<file path="src/rtl/alu_arbiter.sv">
// Two-requester front end for one shared ALU: round-robin accept, registered execute,
// then the tagged result is held until the consumer acknowledges it.
module alu_arbiter #(
  parameter int WIDTH = 16
) (
  input  logic             clk,
  input  logic             rst,
  input  logic             req0,
  input  logic [2:0]       op0,
  input  logic [WIDTH-1:0] a0,
  input  logic [WIDTH-1:0] b0,
  output logic             gnt0,
  input  logic             req1,
  input  logic [2:0]       op1,
  input  logic [WIDTH-1:0] a1,
  input  logic [WIDTH-1:0] b1,
  output logic             gnt1,
  output logic [WIDTH-1:0] result,
  output logic             zero,
  output logic             res_id,
  output logic             res_valid,
  input  logic             res_ack,
  output logic             busy
);

  localparam logic [1:0] IDLE = 2'd0;
  localparam logic [1:0] EXEC = 2'd1;
  localparam logic [1:0] RESP = 2'd2;

  logic [1:0]       state;
  logic             prio;
  logic [2:0]       op_q;
  logic [WIDTH-1:0] a_q;
  logic [WIDTH-1:0] b_q;
  logic             id_q;
  logic             accept;
  logic             winner;
  logic [WIDTH-1:0] alu_out;

  // With both requests up the pointer decides; otherwise the lone requester wins.
  always_comb begin
    accept = (state == IDLE) && (req0 || req1);
    winner = (req0 && req1) ? prio : req1;
    gnt0   = accept && !winner;
    gnt1   = accept && winner;
  end

  // NOTE: every output of a combinational block gets a default before the case,
  // so no path through it can leave a value unassigned and infer a latch.
  always_comb begin
    alu_out = '0;
    case (op_q)
      3'd0: alu_out = a_q + b_q;
      3'd1: alu_out = a_q - b_q;
      3'd2: alu_out = a_q ^ b_q;
      3'd3: alu_out = a_q & b_q;
      3'd4: alu_out = a_q | b_q;
      3'd5: alu_out = a_q + {{(WIDTH-1){1'b0}}, 1'b1};
      3'd6: alu_out = a_q << 1;
      3'd7: alu_out = a_q >> 1;
      default: alu_out = '0;
    endcase
  end

  assign busy = (state != IDLE);

  // NOTE: state registers use non-blocking assignments so every flop samples
  // the pre-edge values, independent of statement order.
  always_ff @(posedge clk) begin
    if (rst) begin
      state     <= IDLE;
      prio      <= 1'b0;
      op_q      <= '0;
      a_q       <= '0;
      b_q       <= '0;
      id_q      <= 1'b0;
      result    <= '0;
      zero      <= 1'b0;
      res_id    <= 1'b0;
      res_valid <= 1'b0;
    end else begin
      case (state)
        IDLE: begin
          if (accept) begin
            op_q  <= winner ? op1 : op0;
            a_q   <= winner ? a1 : a0;
            b_q   <= winner ? b1 : b0;
            id_q  <= winner;
            prio  <= ~winner;
            state <= EXEC;
          end
        end
        EXEC: begin
          result    <= alu_out;
          zero      <= (alu_out == '0);
          res_id    <= id_q;
          res_valid <= 1'b1;
          state     <= RESP;
        end
        RESP: begin
          if (res_ack) begin
            res_valid <= 1'b0;
            state     <= IDLE;
          end
        end
        default: state <= IDLE;
      endcase
    end
  end

endmodule
</file>
<file path="config.mk">
export PLATFORM = sky130hd
export DESIGN_NAME = alu_arbiter
export DESIGN_NICKNAME = d
export VERILOG_FILES = /design/src/rtl/alu_arbiter.sv
export SDC_FILE = /design/constraint.sdc
export NUM_CORES = 1
export LEC_CHECK = 0
export ABC_CLOCK_PERIOD_IN_PS = 8800
export CORE_MARGIN = 2
export CORE_UTILIZATION = 57
export DETAILED_ROUTE_END_ITERATION = 10
export PLACE_DENSITY = 0.87
export SYNTH_ARGS = -nofsm -noshare
export SYNTH_HDL_FRONTEND = slang
export SYNTH_SLANG_ARGS = --single-unit
</file>
<file path="constraint.sdc">
create_clock -name clk -period 8.8 [get_ports clk]
set_clock_uncertainty 0.2 [all_clocks]
set_input_delay 1.32 -clock clk [delete_from_list [all_inputs] [get_ports clk]]
set_output_delay 1.32 -clock clk [all_outputs]
set_load 0.01 [all_outputs]
</file>
==> flow_summary.toml <==
[die]
initial_core_util_pct = 58.4
rows = 33
fp.coreArea_um2 = 8130
die_h_um = 95.3
io_pins = 97
die_w_um = 95.3
die_area_um2 = 9080

[power_and_ir_drop]
p_leak_nw = 2.36
power_frac_comb_pct = 42.1
ir_worst_vdd_v = 0.0000900
clock_power_share_pct = 24.9
power_uw = 983
p_seq_share_pct = 33.0
swShare_pct = 38.6
powerDensity_nw_per_um2 = 166
power_switching_uw = 380
intPower_uw = 603

[grt]
grtUsageMet3_pct = 6.40
antenna_found_initial = 0
grt_max_degree = 52
busiest_layer = "met2"
overflow = 0
grt_pass1_wl_um = 21700
use_met1_pct = 42.1
grt_pass1_vias = 4401
grt_usage_pct = 30.6
grt_util_met2_pct = 48.4

[critical_path]
reg2reg_slack_ns = 4.18
worstSetupStartpoint = "op_q[0]"
slowest_delay_ns = 0.87
rr_worst_depth = 14
crit_slowest_cell = "nor2b_1"
worstPathMaxFanout = 38
crit_family = "simple AND/OR/NAND/NOR gates"
path_cells = "buf_4 > nor2b_1 > nand2_1 > or3_1 > o21ai_0 > ha_1 > a211oi_2 > o21ai_2 > a21oi_2 > a31oi_1 > mux2_4 > nor4_2 > nand4_1 > o31ai_1"
cp-start-kind = "flop"
crit_path_end_kind = "flop"
crit_arrival_ns = 4.70
required_ns = 8.88
reg2reg_to = "zero"
path_buf_inv = 1
r2r-start = "op_q[0]"
worst-setup-path-type = "flop to flop"

[final_layout]
ff_latch_area_um2 = 1160
fill_cells = 686
fin_util_pct = 72.8
fin_area_um2 = 5920
drive_gt1_share_pct = 6.92
multiInputGateArea_um2 = 3280
area_growth_pct = 24.6
diodes = 0
final_nets = 800

[placed_design]
dpl_worst_slack_ns = 4.21
port_buffers = 96
postPlaceCellArea_um2 = 5740
dp_hpwl_um = 10300
gp_congestion = 0.964

[sta]
slew_headroom_pct = 32.1
worst_slew_pin_slew_ns = 1.02
hold_viol = 0
finalMaxSlewViolations = 0
fin_crit_ns = 4.62
period_share_pct = 52.5
grt_setup_unrepaired = "no"
setup_slack_ns = 4.18
finalSetupTns_ns = 0
finalSetupViolCount = 0
fmax_mhz = 216

[synth]
syn_area_um2 = 4750
synth-edff-count = 0
syn_inst = 602
synth_top_area_share_pct = 24.4
ys.flop_type = "dfxtp_1"
synthTopCellsByArea = "dfxtp_1 (24%), ha_1 (13%), a222oi_1 (7.4%)"
ys_async_sr_fraction_pct = 0
syn-num-nets = 727
ys_ff_latch = 58
yosysWarnings = 0
yosysSeqAreaShare_pct = 24.4
synth_top_cell_by_area = "dfxtp_1"
syn_area_per_cell_um2 = 7.89
synth_cell_types = 71

[clocking]
insertion_delay_ns = 0.37
htreeDepth = 3
cts_buffer_depth = 2
clockRootBuffer = "clkbuf_8"
post_cts_buffers = 0
ctsResizeCount = 0
hold_buffers = 0
clk_pin_slew_ns = 0.07
cts_tree = "done"
numCtsBuffers = 9
clock_sinks = 58

[drt]
post_drt_via_cell_ratio = 6.39
firstDrtPassIters = 6
routed_wl_um = 13800
vias = 5008
drc = 0
wl_per_cell_um = 17.6
drtIter0Drc = 610
ant_nets = 0

[run]
maxCapViolations = 0

[hold_path]
hold_path_depth = 2
min_path_type = "flop to flop"
hold_end = "result[10]"
hp-start = "result[10]"

[outcome]
outcome = "completed"
## layout by cell type, fill, tap and decap left out, types with 7 or more instances in the layout
| cell type | count |
|---|---|
| ha_1 | 49 |
| nor2b_1 | 7 |
| a22oi_1 | 11 |
| mux2i_1 | 15 |
| o21ai_1 | 11 |
| a222oi_1 | 35 |
| clkdlybuf4s50_1 | 95 |
| o22ai_1 | 19 |
| dfxtp_1 | 58 |
| nor3_1 | 27 |
| inv_1 | 38 |
| buf_4 | 7 |
| clkbuf_8 | 9 |
| a31oi_1 | 7 |
| o21ai_0 | 25 |
| a21oi_1 | 32 |
| nand3_1 | 7 |
| nand2b_1 | 10 |
| nor2_1 | 75 |
| nand2_1 | 31 |
## cell families (layout without fill, tap and decap cells)
| kind of cell | Yosys count | in the layout | share of synthesized area, % |
|---|---|---|---|
| compound gates | 194 | 194 | 29.8 |
| simple gates | 188 | 188 | 18.7 |
| buf+inv | 84 | 161 | 7.03 |
| flops | 58 | 58 | 24.4 |
| fa+ha+maj | 50 | 50 | 13.3 |
| mux | 22 | 22 | 5.61 |
| xor+xnor | 6 | 6 | 1.11 |
## power by group through the flow
| stage | Combinational [mW] | Sequential (mW) | Clock [mW] |
|---|---|---|---|
| floorplan | 0.285 | 0.319 | 0 |
| global placement | 0.393 | 0.328 | 0 |
| detailed placement | 0.402 | 0.329 | 0 |
| CTS | 0.407 | 0.323 | 0.244 |
| global route | 0.456 | 0.329 | 0.257 |
| finish | 0.414 | 0.325 | 0.245 |
## Yosys cell counts, drive strengths merged, types with 10 or more instances
cell type,count
nand2,31
nand2b,10
a222oi,35
o21ai,38
inv,42
clkbuf,27
nor2,76
buf,14
mux2i,15
a21oi,33
a22oi,11
o22ai,20
dfxtp,58
ha,49
nor3,28
## state kept, by name, indices dropped and copies added (netlist names), 2 cells and up
signal / flops
result: 16
a_q: 16
op_q: 3
state: 2
b_q: 16
## cell type report
class | count | area share (%)
multi-input combinational | 460 | 55.3
sequential | 58 | 19.6
clock buffer | 10 | 2.16
timing repair buffer | 103 | 17.0
inverter | 43 | 2.73
clock inverter | 5 | 0.951
tap | 105 | 2.22
## worst max path at each step
stage                 to  cells past startpoint
finish              zero                     14
global route        zero                     14
CTS                 gnt0                      5
detailed placement  gnt0                      5
global placement    gnt0                      5
floorplan           gnt0                      3
## through the flow
| step | instances | hold WS, ns |
|---|---|---|
| after floorplan | 602 | 0.232 |
| after global placement | 769 | 0.239 |
| after detailed placement | 769 | 0.245 |
| after CTS | 784 | 0.252 |
| after global routing | 784 | 0.268 |
| final | 784 | 0.253 |
## layer usage
metal,vias to the layer above,part of all wire (%)
li1,2411,-
met5,-,0
met1,2340,45
met3,19,8.3
met2,238,45
met4,0,1.6
## worst min-delay path, delay by kind of cell (launching register included)
kind	cells	cell delay, ns
AO/OA/AOI/OAI	1	0.05
AND/OR/NAND/NOR	1	0.05
flip-flops	1	0.31
(Power assumes the default switching activity.)
